===== config.mk =====
export PLATFORM = sky130hd
export DESIGN_NAME = alu_issue
export DESIGN_NICKNAME = d
export VERILOG_FILES = /design/src/rtl/alu_issue.sv
export SDC_FILE = /design/constraint.sdc
export NUM_CORES = 1
export LEC_CHECK = 0
export CORE_ASPECT_RATIO = 1.5
export CORE_MARGIN = 2
export CORE_UTILIZATION = 36
export CTS_BUF_LIST = sky130_fd_sc_hd__clkbuf_8 sky130_fd_sc_hd__clkbuf_16
export DETAILED_ROUTE_END_ITERATION = 10
export MAX_ROUTING_LAYER = met4
export PLACE_DENSITY_LB_ADDON = 0.1
export SLEW_MARGIN = 5
export SYNTH_ARGS = -nofsm -noshare
export SYNTH_HDL_FRONTEND = slang
export SYNTH_SLANG_ARGS = --single-unit

===== constraint.sdc =====
create_clock -name clk -period 3.6 [get_ports clk]
set_clock_uncertainty 0.2 [all_clocks]
set_input_delay 0.72 -clock clk [delete_from_list [all_inputs] [get_ports clk]]
set_output_delay 0.72 -clock clk [all_outputs]
set_load 0.005 [all_outputs]

===== src/rtl/alu_issue.sv =====
// Issue controller for an external ALU32: accepts a command, holds the operands for SETTLE_CYCLES, then registers the result.
// Optional sticky overflow flag is enabled with macro ALU_ISSUE_STICKY_OVF_EN.
module alu_issue #(
  parameter int SETTLE_CYCLES = 1
) (
  input  logic        clk,
  input  logic        reset_n,
  input  logic        req_valid,
  output logic        req_ready,
  input  logic [2:0]  req_cmd,
  input  logic [31:0] req_a,
  input  logic [31:0] req_b,
  output logic [31:0] alu_a,
  output logic [31:0] alu_b,
  output logic [4:0]  alu_op,
  input  logic [31:0] alu_s,
  input  logic        alu_zero,
  input  logic        alu_ovf,
  output logic        rsp_valid,
  input  logic        rsp_ready,
  output logic [31:0] rsp_result,
  output logic        rsp_zero,
  output logic        rsp_ovf,
  output logic        rsp_err,
  output logic        sticky_ovf,
  input  logic        sticky_clr
);

  // state | meaning
  // IDLE  | ready for a request, alu_op parked at 00000
  // ISSUE | operands held on the ALU, settle counter running
  // RESP  | response valid, waiting for rsp_ready
  typedef enum logic [1:0] {IDLE, ISSUE, RESP} state_t;

  state_t      r_state;
  logic [3:0]  r_cnt;
  logic        r_req_ready;
  logic [31:0] r_alu_a;
  logic [31:0] r_alu_b;
  logic [4:0]  r_alu_op;
  logic        r_rsp_valid;
  logic [31:0] r_rsp_result;
  logic        r_rsp_zero;
  logic        r_rsp_ovf;
  logic        r_rsp_err;

  logic        w_legal;
  logic [4:0]  w_op;
  logic        w_capture;
  logic        w_cap_ovf;

  always_comb begin
    w_legal = 1'b1;
    w_op    = 5'b00000;
    case (req_cmd)
      3'd0:    w_op = 5'b00000;
      3'd1:    w_op = 5'b00001;
      3'd2:    w_op = 5'b00010;
      3'd3:    w_op = 5'b01110;
      3'd4:    w_op = 5'b01111;
      3'd5:    w_op = 5'b11000;
      3'd6:    w_op = 5'b11001;
      default: w_legal = 1'b0;
    endcase
  end

  // Op1 is set only for the arithmetic ops (ADD/SUB/SLT), the only ones whose overflow is meaningful.
  assign w_capture = (r_state == ISSUE) && (r_cnt == 4'd1);
  assign w_cap_ovf = r_alu_op[1] & alu_ovf;

  always_ff @(posedge clk or negedge reset_n) begin
    if (!reset_n) begin
      r_state      <= IDLE;
      r_cnt        <= 4'd0;
      r_req_ready  <= 1'b1;
      r_alu_a      <= 32'd0;
      r_alu_b      <= 32'd0;
      r_alu_op     <= 5'd0;
      r_rsp_valid  <= 1'b0;
      r_rsp_result <= 32'd0;
      r_rsp_zero   <= 1'b0;
      r_rsp_ovf    <= 1'b0;
      r_rsp_err    <= 1'b0;
    end else begin
      case (r_state)
        IDLE: begin
          if (req_valid) begin
            r_req_ready <= 1'b0;
            if (w_legal) begin
              r_alu_a  <= req_a;
              r_alu_b  <= req_b;
              r_alu_op <= w_op;
              r_cnt    <= 4'(SETTLE_CYCLES);
              r_state  <= ISSUE;
            end else begin
              r_rsp_result <= 32'd0;
              r_rsp_zero   <= 1'b0;
              r_rsp_ovf    <= 1'b0;
              r_rsp_err    <= 1'b1;
              r_rsp_valid  <= 1'b1;
              r_state      <= RESP;
            end
          end
        end
        ISSUE: begin
          r_cnt <= r_cnt - 4'd1;
          if (w_capture) begin
            r_rsp_result <= alu_s;
            r_rsp_zero   <= alu_zero;
            r_rsp_ovf    <= w_cap_ovf;
            r_rsp_err    <= 1'b0;
            r_rsp_valid  <= 1'b1;
            r_state      <= RESP;
          end
        end
        RESP: begin
          if (rsp_ready) begin
            r_rsp_valid <= 1'b0;
            r_req_ready <= 1'b1;
            r_alu_op    <= 5'd0;
            r_state     <= IDLE;
          end
        end
        default: r_state <= IDLE;
      endcase
    end
  end

`ifdef ALU_ISSUE_STICKY_OVF_EN
  logic r_sticky_ovf;

  // A set in the same cycle as a clear wins so no overflow event is lost.
  always_ff @(posedge clk or negedge reset_n) begin
    if (!reset_n)
      r_sticky_ovf <= 1'b0;
    else if (w_capture && w_cap_ovf)
      r_sticky_ovf <= 1'b1;
    else if (sticky_clr)
      r_sticky_ovf <= 1'b0;
  end

  assign sticky_ovf = r_sticky_ovf;
`else
  logic w_unused_clr;

  assign w_unused_clr = sticky_clr;
  assign sticky_ovf   = 1'b0;
`endif

  assign req_ready  = r_req_ready;
  assign alu_a      = r_alu_a;
  assign alu_b      = r_alu_b;
  assign alu_op     = r_alu_op;
  assign rsp_valid  = r_rsp_valid;
  assign rsp_result = r_rsp_result;
  assign rsp_zero   = r_rsp_zero;
  assign rsp_ovf    = r_rsp_ovf;
  assign rsp_err    = r_rsp_err;

endmodule


# ---- Yosys cells after proc, flatten, opt, wreduce, memory -nomap -nowiden
# Cells that the tools add are included.
dict set report word_totals {
  ff_bits 112
  input_bits 106
  out_inout_bits 107
  word_cells 75
}
dict set report op_classes {
  n_addsub 1
  eq_ne 14
  mux 34
  n_bitwise 1
  n_reduce_logical 14
}
# operator n
set op_table {}
lappend op_table {{two-way mux 32 bit} 3}
lappend op_table {{case mux 32 bit (2 select lines)} 1}
lappend op_table {{case mux 5 bit (6 select lines)} 1}
lappend op_table {{two-way mux 5 bit} 3}
lappend op_table {{two-way mux 1 bit} 12}
lappend op_table {{AND reduction 3 bit} 4}
lappend op_table {{!= test 2 bit, second input constant} 5}
lappend op_table {{case mux 5 bit (2 select lines)} 1}
lappend op_table {{equality test 3 bit, second input constant} 3}
lappend op_table {{two-way mux 2 bit} 4}
lappend op_table {{two-way mux 4 bit} 2}
lappend op_table {{case mux 1 bit (2 select lines)} 4}
lappend op_table {{case mux 4 bit (2 select lines)} 1}
lappend op_table {{AND reduction 4 bit} 2}
lappend op_table {{OR reduction 7 bit} 1}
lappend op_table {{equality test 3 x 2 -> 1 bit, second input constant} 2}
lappend op_table {{case mux 2 bit (3 select lines)} 1}
lappend op_table {{AND reduction 5 bit} 1}
lappend op_table {{equality test 4 x 1 -> 1 bit, second input constant} 1}
lappend op_table {{nonzero test 2 bit} 2}
lappend op_table {{subtractor 4 x 1 -> 4 bit, second input constant} 1}
lappend op_table {{equality test 3 x 1 -> 1 bit, second input constant} 1}
lappend op_table {{zero test 3 bit} 1}
lappend op_table {{case mux 1 bit (3 select lines)} 1}
lappend op_table {{6 further kinds} 6}

# ---- Logic depth before layout (Yosys ltp)
# Gate-level depths: netlist of the first run.
dict set report depth {
  word_depth 6
  mapped_depth 8
  mapped_depth_nobuf 6
}

# ---- Worst setup path after synthesis of the first run
# Ideal clock, no wire load.
dict set report synth_timing {
  path_kind {input to register}
  from {input port req_cmd[2]}
  to {register r_alu_a[0], in the netlist alu_a[0]}
  setup_time_ns 0.125
  arrival_ns 1.783
  t_required_ns 3.275
  path_slack_ns 1.492
  path_stages 6
  n_path_buf 3
  cell_sequence {buf_6 -> nand3_4 -> nor2b_1 -> buf_2 -> buf_4 -> mux2_2}
}
dict set report synth_between {
  elab_chain_cells 4
  elab_cells_between_ends 10
  cone_classes {6 x eq/ne; 1 x mux; 3 x reduce/logical}
}
# element line
set synth_lines {}
lappend synth_lines {{from (decl)} 10} ;# input logic [2:0] req_cmd,
lappend synth_lines {{equality test 3 bit (tied with other cells)} 55} ;# case (req_cmd)
lappend synth_lines {{OR reduction 7 bit (no source line) *} n/a}
lappend synth_lines {{two-way mux 1 bit *} 55}
lappend synth_lines {{AND reduction 3 bit (no source line) *} n/a}
lappend synth_lines {{to (signal assigned)} 90} ;# r_alu_a <= req_a;
lappend synth_lines {{to (decl)} 38} ;# logic [31:0] r_alu_a;
# Mark *: on every way between the ends. The rest lies on a longest branch, timed or not.
# A chain may end at the register's enable or synchronous reset.

# ---- Final worst setup path of the first run
dict set report layout_timing {
  from {input port req_cmd[2]}
  to {register r_rsp_ovf, in the netlist rsp_ovf}
}
dict set report layout_between {
  elab_chain_cells 5
  elab_cells_between_ends 11
  cone_classes {7 x eq/ne; 1 x mux; 3 x reduce/logical}
}
# element line
set layout_lines {}
lappend layout_lines {{equality test 3 bit (tied with other cells)} 55}
lappend layout_lines {{OR reduction 7 bit (no source line) *} n/a}
lappend layout_lines {{two-way mux 1 bit *} 55}
lappend layout_lines {{!= test 2 bit (no source line) *} n/a}
lappend layout_lines {{AND reduction 4 bit (no source line) *} n/a}
lappend layout_lines {{to (signal assigned)} 110} ;# r_rsp_ovf <= w_cap_ovf;
lappend layout_lines {{to (decl)} 44} ;# logic r_rsp_ovf;
# Marks and branches as above.

==> results of run 1 <==
==> critical path: stages <==
cell and delay [ns]:
clkdlybuf4s50_1 0.68, nand3_4 0.14, o21ba_4 0.36, or2_2 0.33, buf_4 0.23, o21ai_0 0.20
==> logic make-up (layout without fill, tap and decap cells) <==
group,count (synthesis),in the layout,share of synthesized area [%]
flip-flops,112,112,57.9
XOR/XNOR,2,2,0.362
AND/OR/NAND/NOR,69,69,6.75
multiplexers,67,67,15.5
AO/OA/AOI/OAI,92,92,13.2
buffers and inverters,35,241,4.88
other,1,1,0.0775
adder cells (fa/ha/maj),5,5,1.29
==> synth_stat cells (2+ instances only) <==
master / number / area share [%]
nand3_1: 4 / 0.41
ha_1: 5 / 1.3
clkbuf_1: 11 / 0.85
buf_2: 3 / 0.31
inv_1: 8 / 0.62
a31oi_1: 2 / 0.26
buf_6: 4 / 0.93
dfrtp_1: 111 / 57
a22o_1: 5 / 0.90
nor2b_1: 5 / 0.65
mux2_2: 65 / 15
nand4_1: 2 / 0.26
nand3b_1: 2 / 0.31
nor2_1: 7 / 0.54
a21oi_1: 4 / 0.41
buf_4: 6 / 0.93
o21ai_2: 30 / 5.4
o21ai_0: 42 / 4.3
nor3b_1: 2 / 0.31
o211ai_1: 2 / 0.31
nand2_1: 42 / 3.3
buf_12: 3 / 1.2
mux2i_1: 2 / 0.41
==> layout make-up <==
| cell class | count | share of cell area [%] |
|---|---|---|
| clock buffers | 9 | 3.05 |
| clock inverters | 7 | 1.91 |
| inverters | 8 | 0.406 |
| multi-input cells | 236 | 24.6 |
| flip-flops and latches | 112 | 37.9 |
| well taps | 159 | 2.69 |
| repair buffers | 217 | 29.4 |
==> layout by cell type (no fill, tap or decap), types with 2 or more instances in the layout <==
master / count
clkdlybuf4s50_1: 209
dfrtp_1: 111
mux2_2: 65
nand2_1: 42
o21ai_0: 42
o21ai_2: 30
inv_1: 9
clkbuf_16: 9
nor2_1: 7
buf_4: 6
a22o_1: 5
nor2b_1: 4
a21oi_1: 4
nand3_1: 4
ha_1: 4
bufinv_16: 4
nand4_1: 2
o211ai_1: 2
nand3b_1: 2
mux2i_1: 2
nor3b_1: 2
a31oi_1: 2
inv_6: 2
buf_12: 2
==> path summary, 6_finish.rpt <==
| path | start | end | slack (ns) | depth (start not counted) |
|---|---|---|---|---|
| max reg2reg | r_state[1]$_DFFE_PN0P_ | rsp_ovf$_DFFE_PN0P_ | 0.99 | 7 |
| min reg2reg | alu_a[31]$_DFFE_PN0P_ | alu_a[31]$_DFFE_PN0P_ | 0.31 | 1 |
| max in group asynchronous | reset_n | alu_a[6]$_DFFE_PN0P_ | 2.21 | 2 |
| min | reset_n | alu_a[0]$_DFFE_PN0P_ | 0.15 | 1 |
| max | req_cmd[2] | rsp_ovf$_DFFE_PN0P_ | 0.97 | 6 |
| min in group clk | alu_a[31]$_DFFE_PN0P_ | alu_a[31]$_DFFE_PN0P_ | 0.31 | 1 |
==> registers in the layout, summed over array words and instances, names as in the netlist, 2 cells and up <==
register    flops
alu_a          32
alu_b          32
alu_op          5
r_cnt           4
r_state         2
rsp_result     32
==> per-stage QoR <==
step	setup slack (ns)	util, %	total power, mW	hold slack (ns)
6_report	0.971	56.5	6.24	0.150
5_1_grt	0.805	56.5	6.66	0.174
4_1_cts	0.958	56.5	6.34	0.165
3_5_place_dp	0.591	53.7	5.11	0.293
3_3_place_gp	0.653	53.7	5.04	0.282
2_1_floorplan	1.49	-	3.53	0.224
==> where the power goes <==
group          switching [mW]  total (mW)  internal, mW
clock                   0.458        1.21         0.754
sequential              0.300        2.16          1.86
combinational            1.14        2.86          1.73
==> metal layers <==
layer / vias up / part of all wire, % / GRT usage (%)
met2: 124 / 54 / 32.1
met1: 1753 / 40 / 20.9
li1: 1723 / - / -
met3: 7 / 5.5 / 3.73
met5: - / 0 / -
met4: 0 / 0.99 / 4.32
==> flow_summary.yaml, run 1 <==
run_status:
  status: "completed"
finish:
  multi_input_area_um2: 1820
  antenna_cells: 0
  drive_gt1_share_pct: 21.4
  final_cells: 748
  postLayoutCellArea_um2: 7390
  fill_cells: 1127
  syn_to_final_growth_pct: 52.8
  register_area_um2: 2800
  finalNetCount: 695
cts:
  cts_root_buf: "clkbuf_16"
  clk_pin_slew_worst_paths_ns: 0.07
  cts_resized: 0
  cts_post_setup_buffers_inserted: 0
  cts.htree.levels: 3
  clockBufferDepth: 2
  clock_sinks: 112
  postCtsHoldBufs: 0
  cts_tree: "built"
  clk_latency_ns: 0.34
  cts-buffers-inserted: 9
detailed_routing:
  wl_per_cell_um: 16.8
  num_vias: 3607
  drtIter0Drc: 79
  via_per_inst: 4.82
  postRouteAntennaNets: 0
  wl_mm: 12.6
  drc: 0
  dr.pass1.iters: 4
critical_path:
  crit_type: "input port to register"
  critical_path_required_ns: 3.65
  cp_max_fo: 35
  critPathLaunchType: "input port"
  end_kind: "register"
  cp.arrival_ns: 2.68
job:
  cap_violations: 0
pwr:
  p_leak_nw: 3.07
  powerDensity_nw_per_um2: 844
  irDropWorstVdd_mv: 0.343
timing:
  slew_viol_final: 0
  post-route-period-util_pct: 73.0
  setup_violations: 0
  max_slew_margin_pct: 63.9
  worst_slew_pin_slew_ns: 0.541
  finalCriticalPeriod_ns: 2.63
  rsz0062_at_grt: "false"
  hold_viol: 0
  fmax_ghz: 0.380
  fin_tns_setup_ns: 0
floorplanning:
  fp.dieW_um: 98.7
  ios: 213
  coreArea_um2: 13100
  die_h_um: 146
  dieArea_um2: 14400
  rows: 51
  start_util_pct: 37.0
yosys:
  syn_area_per_cell_um2: 12.6
  synth_top_flop_cell: "dfrtp_1"
  synth_seq_area_share_pct: 57.9
  ys_types: 39
  synthCells: 383
  syn_nets: 494
  syn-cell-area_um2: 4840
  async_flop_share_pct: 100
  synth-edff-count: 0
  synth_seq_cells: 112
  ys_warn_count: 0
placement:
  io_buffers: 210
  placed_cells: 732
  placed_area_um2: 7030
  hpwl_mm: 9.30
  gp_congestion: 0.751
global_routing:
  grt_pass1_wl_mm: 20.0
  grt_start_max_net_pins: 66
  grt_pass1_vias: 3700
  grt_usage_pct: 18.1
  grt_antenna_before_repair: 0
  gr-total-overflow: 0
hold_path:
  hp-class: "input port to async pin"
Note: power is estimated with default switching activity, not from simulation.
==> run 2: changes to the inputs <==
==> constraint.sdc (replaced) <==
create_clock -name clk -period 2.2 [get_ports clk]
set_clock_uncertainty 0.2 [all_clocks]
set_input_delay 0.44 -clock clk [delete_from_list [all_inputs] [get_ports clk]]
set_output_delay 0.44 -clock clk [all_outputs]
set_load 0.005 [all_outputs]
==> run 2 against run 1 <==
Sequential share of layout area is 0.46 points lower. Via count rose by 4.3%. Total power up 60%. Critical path depth grew 1. Wire length up 1.6%. Clock power increased by 30%. Worst hold slack improved by 0.15 ns. Setup slack lost 0.82 ns. First-iteration DRC count is 13% lower.
==> flow_summary.yaml, run 2 (synthesis gave the netlist of run 1 again) <==
detailed_routing:
  via_per_inst: 4.92
  wl_per_cell_um: 16.7
  drc: 0
  wl_mm: 12.8
  postRouteAntennaNets: 0
  num_vias: 3761
  drtIter0Drc: 69
  dr.pass1.iters: 5
timing:
  rsz0062_at_grt: "false"
  setup_slack_ns: 0.155
  fin_tns_setup_ns: 0
  fmax_ghz: 0.489
  slew_viol_final: 0
  setup_violations: 0
  hold_viol: 0
  finalCriticalPeriod_ns: 2.05
  post-route-period-util_pct: 93.0
critical_path:
  max_stage_delay_ns: 0.41
  end_kind: "register"
  ff2ff_path_depth: 7
  crit_slowest_cell: "dfrtp_1"
  path_cells: "inv_1 > ha_2 > nor2b_1 > o21ba_4 > or2_2 > buf_12 > o21ai_0"
  rrSetupSlack_ns: 0.15
  cp.arrival_ns: 2.10
  crit_type: "register to register"
  worstReg2RegStart: "r_state[1]$_DFFE_PN0P_"
  cp_max_fo: 16
  rr_endpoint: "rsp_result[31]$_DFFE_PN0P_"
  critPathLaunchType: "register"
  critical_path_required_ns: 2.26
finish:
  antenna_cells: 0
  syn_to_final_growth_pct: 54.6
  drive_gt1_share_pct: 23.6
  finalNetCount: 711
  postLayoutCellArea_um2: 7480
  mostFrequentLayoutCell: "clkdlybuf4s50_1"
  final_cell_mix: "clkdlybuf4s50_1, dfrtp_1, mux2_2, nand2_1, o21ai_0"
  fin_util_pct: 57.2
  fill_cells: 1147
  final_cells: 764
placement:
  hpwl_mm: 9.54
  gp_congestion: 0.748
  dp_slack_ns: -0.0915
  placed_cells: 747
  placed_area_um2: 7190
  io_buffers: 210
global_routing:
  grt_pass1_wl_mm: 20.7
  grt_pass1_vias: 3858
  grt_usage_pct: 18.6
  grt_start_max_net_pins: 46
  grt_antenna_before_repair: 0
  gr-total-overflow: 0
hold_path:
  whs_path_depth: 1
  whs_endpoint: "alu_op[4]$_DFFE_PN0P_"
  hold_start: "alu_op[4]$_DFFE_PN0P_"
  hp-class: "register to register"
cts:
  cts_post_setup_buffers_inserted: 0
  cts_root_buf: "clkbuf_16"
  cts-buffers-inserted: 9
  clk_latency_ns: 0.34
  clock_sinks: 112
  clk_pin_slew_worst_paths_ns: 0.08
  clockBufferDepth: 2
  cts.htree.levels: 3
  cts_tree: "built"
pwr:
  intPower_mw: 6.84
  p_seq_share_pct: 35.3
  irDropWorstVdd_mv: 0.561
  clkPwrFrac_pct: 15.7
  powerDensity_nw_per_um2: 1340
  power.combinational.fraction_pct: 49.0
  p_sw_share_pct: 31.6
  p_leak_nw: 3.12
  p_sw_mw: 3.15
floorplanning:
  fp.dieW_um: 98.7
  rows: 51
  die_h_um: 146
  dieArea_um2: 14400
  coreArea_um2: 13100
  ios: 213
  start_util_pct: 37.0
run_status:
  status: "completed"
job:
  cap_violations: 0
==> run 2: cell count changes in the layout (fill, tap and decap cells not counted), sizes merged <==
cell	delta
bufinv	-4
dlygate4sd3	+1
buf	+15
clkbuf	+1
clkinvlp	+2
inv	-1
clkinv	+2
==> run 2: routing by layer <==
metal	wire length (um)	vias up	global-route usage [%]
li1	-	1767	-
met1	5190	1860	22.6
met2	6790	123	31.6
met3	651	11	3.45
met4	159	0	5.21
met5	0	-	-
==> run 2: power groups by stage <==
| stage | clock [mW] | sequential, mW | combinational [mW] |
|---|---|---|---|
| detailed placement | 0 | 3.59 | 4.98 |
| global placement | 0 | 3.54 | 4.88 |
| global route | 1.72 | 3.67 | 5.31 |
| CTS | 1.62 | 3.55 | 4.99 |
| finish | 1.57 | 3.53 | 4.89 |
| floorplan | 0 | 3.64 | 2.14 |
==> run 2: critical path, delay by kind of cell (launching register included) <==
kind,cells,cell delay (ns)
adder cells (fa/ha/maj),1,0.22
AND/OR/NAND/NOR,2,0.52
flip-flops,1,0.41
buffers and inverters,2,0.27
AO/OA/AOI/OAI,2,0.35
==> run 2: repair_timing <==
action / CTS / global route
hold buffers: 1 / 0
setup endpoints to repair: 0 / 1
gates resized for setup: 0 / 1
hold endpoints to repair: 28 / 0
==> run 2: area by class of cell <==
type,count,area (um^2),share of cell area [%]
clock inverter,6,42.5,0.568
tap,159,199,2.66
timing repair buffer,233,2350,31.4
inverter,8,30.0,0.401
sequential,112,2800,37.5
clock buffer,10,239,3.19
multi-input combinational,236,1820,24.3
==> run 2: worst max path at each step <==
stage	slack [ns]	start	cells after the start	to
2_1_floorplan	0.30	r_state[0]$_DFFE_PN0P_	7	alu_a[0]$_DFFE_PN0P_
3_3_place_gp	-0.04	req_cmd[2]	6	rsp_result[31]$_DFFE_PN0P_
3_5_place_dp	-0.09	req_cmd[1]	6	rsp_ovf$_DFFE_PN0P_
4_1_cts	0.10	r_state[0]$_DFFE_PN0P_	7	rsp_ovf$_DFFE_PN0P_
5_1_grt	0.02	r_state[1]$_DFFE_PN0P_	7	rsp_ovf$_DFFE_PN0P_
6_report	0.15	r_state[1]$_DFFE_PN0P_	7	rsp_result[31]$_DFFE_PN0P_
==> run 2: through the flow <==
step,hold WS (ns),power [mW]
detailed placement,0.220,8.56
finish,0.305,9.99
floorplan,-0.0556,5.78
CTS,0.306,10.2
global placement,0.208,8.42
global route,0.324,10.7
